**src/rtl/core_pkg.sv**
```systemverilog
// Core-wide shared constants.
package core_pkg;
    localparam int DATA_WIDTH = 32;
endpackage

```
**src/rtl/core_wb_pkg.sv**
```systemverilog
// Writeback requester indices and the per-requester payload type.
package core_wb_pkg;
    localparam int NUM_WB_REQ = 3;
    localparam int WB_REQ_LSU = 0;
    localparam int WB_REQ_MDU = 1;
    localparam int WB_REQ_EXU = 2;

    typedef struct packed {
        logic [4:0]                     rd;
        logic [core_pkg::DATA_WIDTH-1:0] data;
    } wb_req_t;
endpackage

```
**src/rtl/core_wb_scoreboard_ctrl_if.sv**
```systemverilog
// Decode hazard, writeback request and register-file write signals.
interface core_wb_scoreboard_ctrl_if #(
    parameter int NUM_REQ = core_wb_pkg::NUM_WB_REQ
);
    localparam int DW = core_pkg::DATA_WIDTH;

    logic                    id_valid;
    logic                    id_rs1_use;
    logic                    id_rs2_use;
    logic                    id_rd_use;
    logic [4:0]              id_rs1_addr;
    logic [4:0]              id_rs2_addr;
    logic [4:0]              id_rd_addr;
    logic                    id_stall;
    logic                    id_issue;
    logic [NUM_REQ-1:0]      wb_valid;
    logic [NUM_REQ*5-1:0]    wb_rd;
    logic [NUM_REQ*DW-1:0]   wb_data;
    logic [NUM_REQ-1:0]      wb_ready;
    logic                    rf_we;
    logic [4:0]              rf_addr;
    logic [DW-1:0]           rf_data;

    modport master (
        output id_valid, id_rs1_use, id_rs2_use, id_rd_use,
               id_rs1_addr, id_rs2_addr, id_rd_addr,
               wb_valid, wb_rd, wb_data,
        input  id_stall, id_issue, wb_ready, rf_we, rf_addr, rf_data
    );

    modport slave (
        input  id_valid, id_rs1_use, id_rs2_use, id_rd_use,
               id_rs1_addr, id_rs2_addr, id_rd_addr,
               wb_valid, wb_rd, wb_data,
        output id_stall, id_issue, wb_ready, rf_we, rf_addr, rf_data
    );
endinterface

```
**src/rtl/core_scoreboard.sv**
```systemverilog
// 32-entry register busy scoreboard with one set, one clear and three read ports.
// Latency: set/clear visible on reads one cycle after the edge; reads are combinational.
// Backpressure: none; x0 is never reported busy.
module core_scoreboard (
    input  logic       clk,
    input  logic       rst,
    input  logic       set_en,
    input  logic [4:0] set_addr,
    input  logic       clr_en,
    input  logic [4:0] clr_addr,
    input  logic [4:0] rs1_addr,
    input  logic [4:0] rs2_addr,
    input  logic [4:0] rd_addr,
    output logic       rs1_busy,
    output logic       rs2_busy,
    output logic       rd_busy
);
    logic [31:0] busy;

    // Set and clear target different registers by construction (WAW stalls issue).
    always_ff @(posedge clk or posedge rst) begin
        if (rst) begin
            busy <= '0;
        end else begin
            if (clr_en)
                busy[clr_addr] <= 1'b0;
            if (set_en && (set_addr != 5'd0))
                busy[set_addr] <= 1'b1;
        end
    end

    assign rs1_busy = busy[rs1_addr] & (rs1_addr != 5'd0);
    assign rs2_busy = busy[rs2_addr] & (rs2_addr != 5'd0);
    assign rd_busy  = busy[rd_addr]  & (rd_addr  != 5'd0);
endmodule

```
**src/rtl/core_wb_scoreboard_ctrl.sv**
```systemverilog
// Decode hazard stall plus shared register-file write port arbiter (CORE_WB_RR_EN selects round-robin).
// Latency: stall is combinational; grant -> rf_we is one cycle; busy clears the cycle rf_we is high.
// Backpressure: one requester granted per cycle via wb_ready; decode held via id_stall.
module core_wb_scoreboard_ctrl
    import core_wb_pkg::*;
#(
    parameter int NUM_REQ = NUM_WB_REQ
) (
    input  logic                      clk,
    input  logic                      rst,
    core_wb_scoreboard_ctrl_if.slave  bus
);
    localparam int DW = core_pkg::DATA_WIDTH;
    localparam int PW = (NUM_REQ > 1) ? $clog2(NUM_REQ) : 1;

    logic              rs1_busy, rs2_busy, rd_busy;
    logic              stall, issue;
    wb_req_t           req [NUM_REQ];
    wb_req_t           sel_req;
    logic [NUM_REQ-1:0] grant;
    logic              found;
    logic              rf_we_q;
    logic [4:0]        rf_addr_q;
    logic [DW-1:0]     rf_data_q;

    core_scoreboard u_sb (
        .clk      (clk),
        .rst      (rst),
        .set_en   (issue & bus.id_rd_use),
        .set_addr (bus.id_rd_addr),
        .clr_en   (rf_we_q),
        .clr_addr (rf_addr_q),
        .rs1_addr (bus.id_rs1_addr),
        .rs2_addr (bus.id_rs2_addr),
        .rd_addr  (bus.id_rd_addr),
        .rs1_busy (rs1_busy),
        .rs2_busy (rs2_busy),
        .rd_busy  (rd_busy)
    );

    assign stall = bus.id_valid & ((bus.id_rs1_use & rs1_busy) |
                                   (bus.id_rs2_use & rs2_busy) |
                                   (bus.id_rd_use  & rd_busy));
    assign issue = bus.id_valid & ~stall;

    for (genvar g = 0; g < NUM_REQ; g++) begin : g_req
        assign req[g] = {bus.wb_rd[g*5 +: 5], bus.wb_data[g*DW +: DW]};
    end

`ifdef CORE_WB_RR_EN
    logic [PW-1:0] rr_ptr;
    logic [PW-1:0] sel_idx;
    int            best;
    int            dist;

    // Pick the valid requester at the smallest rotational distance from rr_ptr.
    always_comb begin
        grant   = '0;
        sel_req = '0;
        found   = 1'b0;
        best    = NUM_REQ;
        dist    = 0;
        sel_idx = '0;
        for (int i = 0; i < NUM_REQ; i++) begin
            dist = (i >= int'(rr_ptr)) ? (i - int'(rr_ptr)) : (i + NUM_REQ - int'(rr_ptr));
            if (bus.wb_valid[i] && (dist < best)) begin
                best    = dist;
                sel_idx = PW'(i);
                sel_req = req[i];
                found   = 1'b1;
            end
        end
        for (int i = 0; i < NUM_REQ; i++)
            grant[i] = found && (sel_idx == PW'(i));
    end

    always_ff @(posedge clk or posedge rst) begin
        if (rst)
            rr_ptr <= '0;
        else if (found)
            rr_ptr <= (sel_idx == PW'(NUM_REQ - 1)) ? '0 : sel_idx + 1'b1;
    end
`else
    always_comb begin
        grant   = '0;
        sel_req = '0;
        found   = 1'b0;
        for (int i = 0; i < NUM_REQ; i++) begin
            if (bus.wb_valid[i] && !found) begin
                grant[i] = 1'b1;
                sel_req  = req[i];
                found    = 1'b1;
            end
        end
    end
`endif

    // A grant to x0 completes the handshake but never writes or clears.
    always_ff @(posedge clk or posedge rst) begin
        if (rst) begin
            rf_we_q   <= 1'b0;
            rf_addr_q <= '0;
            rf_data_q <= '0;
        end else if (found) begin
            rf_we_q   <= (sel_req.rd != 5'd0);
            rf_addr_q <= sel_req.rd;
            rf_data_q <= sel_req.data;
        end else begin
            rf_we_q   <= 1'b0;
        end
    end

    assign bus.id_stall = stall;
    assign bus.id_issue = issue;
    assign bus.wb_ready = rst ? '0 : grant;
    assign bus.rf_we    = rf_we_q;
    assign bus.rf_addr  = rf_addr_q;
    assign bus.rf_data  = rf_data_q;
endmodule

```
**src/flat_wrapper.sv**
```systemverilog
// flat-port wrapper written by rule: the top's interface ports become plain ports
module core_wb_scoreboard_ctrl_flat import core_wb_pkg::*;
#(
    parameter int NUM_REQ = NUM_WB_REQ
)
  (clk, rst, bus_id_valid, bus_id_rs1_use, bus_id_rs2_use, bus_id_rd_use, bus_id_rs1_addr, bus_id_rs2_addr, bus_id_rd_addr, bus_wb_valid, bus_wb_rd, bus_wb_data, bus_id_stall, bus_id_issue, bus_wb_ready, bus_rf_we, bus_rf_addr, bus_rf_data);
  core_wb_scoreboard_ctrl_if #(.NUM_REQ(NUM_REQ)) bus_i ();
  input  logic clk;
  input  logic rst;
  input wire logic [$bits(bus_i.id_valid)-1:0] bus_id_valid;
  input wire logic [$bits(bus_i.id_rs1_use)-1:0] bus_id_rs1_use;
  input wire logic [$bits(bus_i.id_rs2_use)-1:0] bus_id_rs2_use;
  input wire logic [$bits(bus_i.id_rd_use)-1:0] bus_id_rd_use;
  input wire logic [$bits(bus_i.id_rs1_addr)-1:0] bus_id_rs1_addr;
  input wire logic [$bits(bus_i.id_rs2_addr)-1:0] bus_id_rs2_addr;
  input wire logic [$bits(bus_i.id_rd_addr)-1:0] bus_id_rd_addr;
  input wire logic [$bits(bus_i.wb_valid)-1:0] bus_wb_valid;
  input wire logic [$bits(bus_i.wb_rd)-1:0] bus_wb_rd;
  input wire logic [$bits(bus_i.wb_data)-1:0] bus_wb_data;
  output wire logic [$bits(bus_i.id_stall)-1:0] bus_id_stall;
  output wire logic [$bits(bus_i.id_issue)-1:0] bus_id_issue;
  output wire logic [$bits(bus_i.wb_ready)-1:0] bus_wb_ready;
  output wire logic [$bits(bus_i.rf_we)-1:0] bus_rf_we;
  output wire logic [$bits(bus_i.rf_addr)-1:0] bus_rf_addr;
  output wire logic [$bits(bus_i.rf_data)-1:0] bus_rf_data;
  assign bus_i.id_valid = bus_id_valid;
  assign bus_i.id_rs1_use = bus_id_rs1_use;
  assign bus_i.id_rs2_use = bus_id_rs2_use;
  assign bus_i.id_rd_use = bus_id_rd_use;
  assign bus_i.id_rs1_addr = bus_id_rs1_addr;
  assign bus_i.id_rs2_addr = bus_id_rs2_addr;
  assign bus_i.id_rd_addr = bus_id_rd_addr;
  assign bus_i.wb_valid = bus_wb_valid;
  assign bus_i.wb_rd = bus_wb_rd;
  assign bus_i.wb_data = bus_wb_data;
  assign bus_id_stall = bus_i.id_stall;
  assign bus_id_issue = bus_i.id_issue;
  assign bus_wb_ready = bus_i.wb_ready;
  assign bus_rf_we = bus_i.rf_we;
  assign bus_rf_addr = bus_i.rf_addr;
  assign bus_rf_data = bus_i.rf_data;
  core_wb_scoreboard_ctrl #(.NUM_REQ(NUM_REQ)) u_core (.clk(clk), .rst(rst), .bus(bus_i));
endmodule
```
**config.mk**
```make
export PLATFORM = sky130hd
export DESIGN_NAME = core_wb_scoreboard_ctrl_flat
export DESIGN_NICKNAME = d
export VERILOG_FILES = /design/src/rtl/core_pkg.sv /design/src/rtl/core_wb_pkg.sv /design/src/rtl/core_wb_scoreboard_ctrl_if.sv /design/src/rtl/core_scoreboard.sv /design/src/rtl/core_wb_scoreboard_ctrl.sv /design/src/flat_wrapper.sv
export SDC_FILE = /design/constraint.sdc
export NUM_CORES = 1
export LEC_CHECK = 0
export CORE_MARGIN = 8
export CORE_UTILIZATION = 40
export DETAILED_ROUTE_END_ITERATION = 7
export HOLD_SLACK_MARGIN = 0.08
export PLACE_DENSITY = 0.75
export SETUP_SLACK_MARGIN = 0.02
export SLEW_MARGIN = 0
export SYNTH_ARGS = -nofsm -noshare
export SYNTH_HDL_FRONTEND = slang
export SYNTH_SLANG_ARGS = --single-unit
```
**constraint.sdc**
```tcl
create_clock -name clk -period 5.35 [get_ports clk]
set_input_delay 1.3375 -clock clk [delete_from_list [all_inputs] [get_ports clk]]
set_output_delay 1.3375 -clock clk [all_outputs]
set_load 0.01 [all_outputs]
```
==> flow_summary_export.csv, run 1 <==
group,metric,value,unit
yosys,synth_seq_cells,70,
routing,vias,4702,
setup_path,crit_type,"in2out",
worst_hold_path,hold_depth,2,
yosys,synthXorXnorAreaFrac,0,%
yosys,synth_nets,598,
layout,multi_input_area,2454,um^2
power,vdd_ir_drop_max,0.0001460,V
layout,post-route-util,60.79,%
yosys,syn_area,4405,um^2
routing,ant_nets,0,
yosys,ys_top_cells_by_count,"70 x dfrtp_1, 57 x o21ai_0, 40 x nor2_1",
yosys,synth-edff-count,0,
floorplanning,dieArea,14630,um^2
clock_tree,post_cts_buffers,0,
power,power_frac_clock,25.0,%
sta,slew_violations,0,
power,p_seq_share,41.0,%
yosys,async_reset_ff_share,100.0,%
floorplanning,core-area,10790,um^2
layout,stdcell_count,773,
setup_path,slowest_delay,0.57,ns
setup_path,crit_slowest_cell,"clkdlybuf4s50_1",
grt,grt_overflow,0,
yosys,synth-simple-area-share,13.29,%
yosys,synth.most_common_cell,"dfrtp_1",
grt,grt_use_met2,36.93,%
yosys,synth_top_area_share,39.76,%
setup_path,path_cells,"clkdlybuf4s50_1, buf_12, mux2i_1, o22ai_1, or4_1, nand2_1, a21boi_0, nor3b_1, clkdlybuf4s50_1",
yosys,yosys.area.top_type,"dfrtp_1",
placement,port_buffers,177,
yosys,yosys_warnings,0,
status,outcome,"completed",
grt,busiest_layer,"met2",
setup_path,crit_fanout,27,
placement,post-place-cells,756,
clock_tree,root_buffer,"clkbuf_8",
setup_path,reg2reg_depth,5,
floorplanning,start_util,40.82,%
floorplanning,die_w,120.9,um
layout,fillerInstances,874,
layout,ff_latch_area,1752,um^2
sta,rsz0062_at_grt,"no",
power,powerDensity,300.7,nW/um^2
worst_hold_path,min_path_type,"reg2reg",
power,cellInternalPower,1.299,mW
setup_path,critical_path.startpoint_type,"primary input",
layout,areaGrowthSynthToFinish,48.93,%
grt,grt_pass1_vias,4882,
grt,antenna_found_initial,1,
setup_path,critical_path_required,4.01,ns
yosys,yosysSeqAreaShare,39.76,%
power,combinationalPowerShare,34.0,%
placement,hpwl,13.09,mm
yosys,synth_area_leaders,"dfrtp_1 40%, o21ai_0 6.5%, a22oi_1 6.1%",
grt,grtUsageMet1,26.15,%
clock_tree,clk_pin_slew_worst_paths,0.08,ns
clock_tree,cts_tree,"done",
yosys,netlist_instances,463,
sta,max_freq,0.1915,GHz
clock_tree,worst_skew_pair.late_latency,0.36,ns
sta,hold_viol,0,
sta,tightest_slew,1.091,ns
grt,grt_pass1_wl,26.28,mm
layout,layout-drive-gt1-share,10.60,%
grt,grt_usage,22.89,%
sta,timing.hold.ws,0.5206,ns
sta,period_needed,5.222,ns
run,max_cap_violations,0,
yosys,avgSynthCellArea,9.515,um^2
clock_tree,cts-htree-levels,3,
yosys,synth_top_family_by_area,"compound AO/OA/AOI/OAI gates",
setup_path,path_common_cell,"clkdlybuf4s50_1",
placement,gp_congestion,1.011,
sta,slew_headroom,26.84,%
yosys,synth_fa_ha_area_share,0,%
clock_tree,clkSinkCount,70,
floorplanning,die_y,120.9,um
power,switching_power,673.8,uW
floorplanning,rows,38,
clock_tree,cts_buffer_depth,2,
grt,grtUsageMet3,9.400,%
routing,drt_iter0_drc,303,
yosys,yosys_most_used_dff,"dfrtp_1",
routing,wl,17.03,mm
yosys,synth.area.mux_share,12.30,%
routing,wl_per_cell,22.04,um
floorplanning,ioPinCount,178,
routing,post-route-drc-count,0,
routing,vias_per_cell,6.083,
layout,final_nets,762,
routing,drtPass1Iterations,5,
sta,finalSetupViolations,0,
clock_tree,cts_buffers,9,
yosys,synth_cell_types,42,
yosys,synth-compound-area-share,29.54,%
sta,finClkSkew,0.01172,ns
power,p_leak,2.607,nW
grt,grt_max_degree,71,
power,swShare,34.15,%
setup_path,cp.arrival,3.88,ns
setup_path,end_kind,"primary output",
sta,period_share,97.61,%
==> logic make-up (layout without fill, tap and decap cells) <==
kind of cell,count (synthesis),after routing
flops,70,70
compound gates,191,191
other cells,0,1
simple gates,115,115
buf+inv,48,217
mux,39,39
==> metrics by stage <==
stage	worst slack, ns	power [mW]	cell area [um^2]	TNS [ns]
finish	0.1279	1.973	6561	0
global route	0.03316	2.072	6561	0
CTS	0.1003	1.969	6538	0
detailed placement	-0.07614	1.474	6310	-0.07614
global placement	-0.02009	1.451	6310	-0.02009
floorplan	0.7842	1.150	4405	0
==> cells in the final DEF, fill, tap and decap left out, types with 2 or more instances in the layout <==
master	n
o311ai_0	2
nor4bb_1	2
o41ai_1	21
o22ai_1	19
dfrtp_1	70
inv_1	3
or3b_1	3
and3_1	2
or3_1	3
mux4_2	12
nand3_1	8
dlymetal6s2s_1	4
clkdlybuf4s50_1	170
o41ai_2	10
nor3_1	3
inv_6	2
bufinv_16	2
a21oi_1	36
nor2b_1	3
nor3b_1	6
or3b_2	2
dlygate4sd2_1	2
a22oi_1	36
nand2_1	27
a21o_1	4
buf_4	18
o21ai_0	57
nor2_1	40
nand3b_1	7
clkbuf_8	10
mux2i_1	26
clkinvlp_4	2
o21a_1	2
==> routing by layer <==
layer	share of wire (%)	up-vias
met1	37	2244
met4	3.3	0
met5	0	-
met2	47	297
li1	-	2123
met3	12	38
==> worst max-delay path, delay by kind of cell <==
family,cells,cell delay (ns)
AO/OA/AOI/OAI,2,0.18
buffers and inverters,3,1.29
multiplexers,1,0.21
AND/OR/NAND/NOR,3,0.85
==> path summary, 6_finish.rpt <==
kind	from	end	slack (ns)
worst min-delay path	u_core.bus.rf_data[7]	u_core.bus.rf_data[7]	0.52
max in group asynchronous	rst	u_core.u_sb.busy[23]	3.09
worst min register to register	u_core.bus.rf_data[7]	u_core.bus.rf_data[7]	0.52
min in group asynchronous	rst	u_core.u_sb.busy[27]	1.64
worst max register to register	u_core.u_sb.busy[27]	u_core.u_sb.busy[3]	2.77
worst max-delay path	bus_id_rd_addr[0]	bus_id_issue	0.13
==> power by group through the flow <==
stage	Clock (mW)	Combinational, mW	Sequential, mW
6_report	0.493	0.671	0.809
5_1_grt	0.525	0.726	0.821
4_1_cts	0.501	0.667	0.800
3_5_place_dp	0	0.664	0.811
3_3_place_gp	0	0.644	0.807
2_1_floorplan	0	0.400	0.750
==> final cells by class <==
| type | instances | share of cell area [%] |
|---|---|---|
| Timing Repair Buffer | 196 | 29.41 |
| Tap cell | 140 | 2.670 |
| Multi-Input combinational cell | 345 | 37.40 |
| Sequential cell | 70 | 26.70 |
| Clock buffer | 10 | 2.098 |
| Antenna cell | 1 | 0.03814 |
| Clock inverter | 6 | 1.411 |
| Inverter | 5 | 0.2860 |
==> repair_timing <==
item | CTS | global route
setup endpoints to repair | 2 | 2
hold buffers | 0 | 0
resized for setup | 2 | 6
==> sequential cells by signal (all words and copies together) (netlist names) <==
signal and flops:
u_core.bus.rf_we 1, u_core.bus.rf_data 32, u_core.u_sb.busy 32, u_core.bus.rf_addr 5
No activity file was read; power rests on OpenSTA's default activity.
==> run 2: changes to the inputs <==
Settings changed: PLACE_DENSITY 0.75 to 0.79.
==> run 2 against run 1 <==
Against the previous run: power hardly changed; final area is 0.61% higher; sequential share of layout area is 0.16 points lower; critical endpoint unchanged; sequential power is 0.9% higher; via count is 0.49% lower; utilization is 0.37 points higher; clock skew is 0.00081 ns higher; non-clock buffer count is 4 higher; register-to-register slack worse by 0.05 ns; routed wire length is 1.7% higher.
==> flow_summary_export.csv, run 2 (synthesis results as in run 1) <==
group,metric,value,unit
power,powerDensity,298.7,nW/um^2
layout,stdcell_count,776,
sta,finalSetupViolations,0,
power,cellInternalPower,1.298,mW
sta,tightest_slew,1.138,ns
setup_path,slowest_delay,0.61,ns
setup_path,rr_startpoint,"u_core.u_sb.busy[18]",
layout,final_common_cell,"clkdlybuf4s50_1",
setup_path,r2r_setup_slack,2.72,ns
power,p_seq_share,41.4,%
floorplanning,start_util,40.82,%
placement,hpwl,13.33,mm
clock_tree,root_buffer,"clkbuf_8",
layout,areaGrowthSynthToFinish,49.84,%
grt,grt_usage,23.43,%
layout,layout-drive-gt1-share,11.32,%
layout,fillerInstances,918,
sta,slew_headroom,23.71,%
power,switching_power,673.9,uW
setup_path,crit_fanout,6,
setup_path,reg2reg_depth,5,
setup_path,cp.arrival,3.79,ns
clock_tree,worst_skew_pair.late_latency,0.34,ns
clock_tree,postCtsHoldBufs,0,
placement,gp_congestion,1.074,
routing,post-route-drc-count,0,
layout,multi_input_area,2452,um^2
setup_path,path_cells,"clkdlybuf4s50_1, mux4_2, mux4_2, nor2_1, o31ai_4, nor3b_1, clkdlybuf4s50_1",
clock_tree,clkSinkCount,70,
floorplanning,die_w,120.9,um
worst_hold_path,min_path_type,"reg2reg",
floorplanning,dieArea,14630,um^2
power,p_leak,2.642,nW
placement,port_buffers,177,
routing,vias_per_cell,6.030,
setup_path,crit_slowest_cell,"clkdlybuf4s50_1",
floorplanning,core-area,10790,um^2
worst_hold_path,holdPathEnd,"u_core.bus.rf_data[2]",
sta,period_needed,5.125,ns
setup_path,crit_type,"in2out",
clock_tree,cts_buffer_depth,2,
grt,antenna_found_initial,0,
setup_path,critPathTopFamily,"buffers and inverters",
layout,diodes,0,
routing,wl_per_cell,22.32,um
sta,finClkSkew,0.01253,ns
floorplanning,rows,38,
grt,grt_overflow,0,
power,combinationalPowerShare,34.4,%
clock_tree,cts_tree,"done",
routing,drtPass1Iterations,6,
layout,final_nets,766,
layout,final_cell_mix,"170 x clkdlybuf4s50_1, 70 x dfrtp_1, 57 x o21ai_0",
sta,max_freq,0.1951,GHz
clock_tree,cts-htree-levels,3,
routing,drt_iter0_drc,328,
clock_tree,clk_pin_slew_worst_paths,0.09,ns
setup_path,r2r-end,"u_core.u_sb.busy[3]",
routing,vias,4679,
grt,grt_pass1_wl,26.88,mm
worst_hold_path,hp-start,"u_core.bus.rf_data[2]",
grt,grt_max_degree,71,
sta,hold_viol,0,
floorplanning,die_y,120.9,um
setup_path,crit_cells,7,
clock_tree,cts_buffers,9,
setup_path,critical_path_required,4.01,ns
status,outcome,"completed",
worst_hold_path,hold_depth,2,
grt,grt_pass1_vias,4944,
power,power_frac_clock,24.2,%
sta,slew_violations,0,
run,max_cap_violations,0,
setup_path,path_buf_inv,2,
setup_path,end_kind,"primary output",
routing,wl,17.32,mm
sta,rsz0062_at_grt,"no",
layout,ff_latch_area,1752,um^2
setup_path,critical_path.startpoint_type,"primary input",
floorplanning,ioPinCount,178,
sta,period_share,95.80,%
power,swShare,34.18,%
power,vdd_ir_drop_max,0.0001801,V
routing,ant_nets,0,
power,p_total,1.972,mW
placement,post-place-cells,759,
## run 2: cell types whose count changed in the layout (fill, tap and decap cells not counted), moves of 2 or more
cell / change
inv_6: -2
clkinv_2: +2
or3b_1: -2
or3b_4: +2
buf_4: +3
## run 2: worst register-to-register path, delay by kind of cell, from the launching register on
family | cells | cell delay (ns)
muxes | 1 | 0.15
and+or+nand+nor | 2 | 1.32
AOI/OAI and AO/OA | 2 | 0.58
DFF | 1 | 0.45
## run 2: power groups by stage
stage / registers, mW / logic, mW / clock network [mW]
6_report: 0.816 / 0.678 / 0.478
3_5_place_dp: 0.814 / 0.670 / 0
5_1_grt: 0.825 / 0.740 / 0.500
3_3_place_gp: 0.809 / 0.651 / 0
4_1_cts: 0.805 / 0.674 / 0.480
2_1_floorplan: 0.750 / 0.400 / 0
## run 2: worst max path at each step
stage / start / end / slack, ns
floorplan: bus_id_rs1_addr[2] / bus_id_issue / 0.78
global placement: bus_id_rs1_addr[2] / bus_id_issue / -0.02
detailed placement: bus_id_rs1_addr[2] / bus_id_issue / -0.05
CTS: bus_id_rd_addr[2] / bus_id_stall / 0.06
global route: bus_id_rs1_addr[1] / bus_id_issue / 0.08
finish: bus_id_rs1_addr[3] / bus_id_issue / 0.22
## run 2: layout make-up
type / instances / share of cell area [%]
timing repair buffer: 200 / 30.00
clock buffer: 10 / 2.085
clock inverter: 6 / 1.289
inverter: 5 / 0.2843
sequential: 70 / 26.54
tap: 140 / 2.654
multi-input combinational: 345 / 37.15
## run 2: timing repair
| action | in CTS | in global routing |
|---|---|---|
| buffers inserted | 0 | 0 |
| gates cloned | 0 | 1 |
| resized for setup | 1 | 9 |
| endpoints found under the setup margin | 1 | 2 |
## run 2: per-layer routing
metal  part of all wire [%]  GRT usage (%)  vias to the layer above
met3                     11          8.702                       34
met2                     50          40.35                      249
li1                       -              -                     2130
met4                    2.7          8.353                        0
met1                     37          25.95                     2266
met5                      0              0                        -
## run 2: through the flow
step / util [%] / TNS [ns] / area, um^2 / setup WS [ns] / hold slack [ns]
2_1_floorplan: - / 0 / 4405 / 0.7842 / 0.4745
6_report: 61.16 / 0 / 6601 / 0.2245 / 0.5207
5_1_grt: 61.16 / 0 / 6601 / 0.07809 / 0.5537
3_5_place_dp: 58.67 / -0.04910 / 6332 / -0.04910 / 0.4994
3_3_place_gp: 58.67 / -0.01690 / 6332 / -0.01690 / 0.4932
4_1_cts: 60.72 / 0 / 6554 / 0.06162 / 0.5214
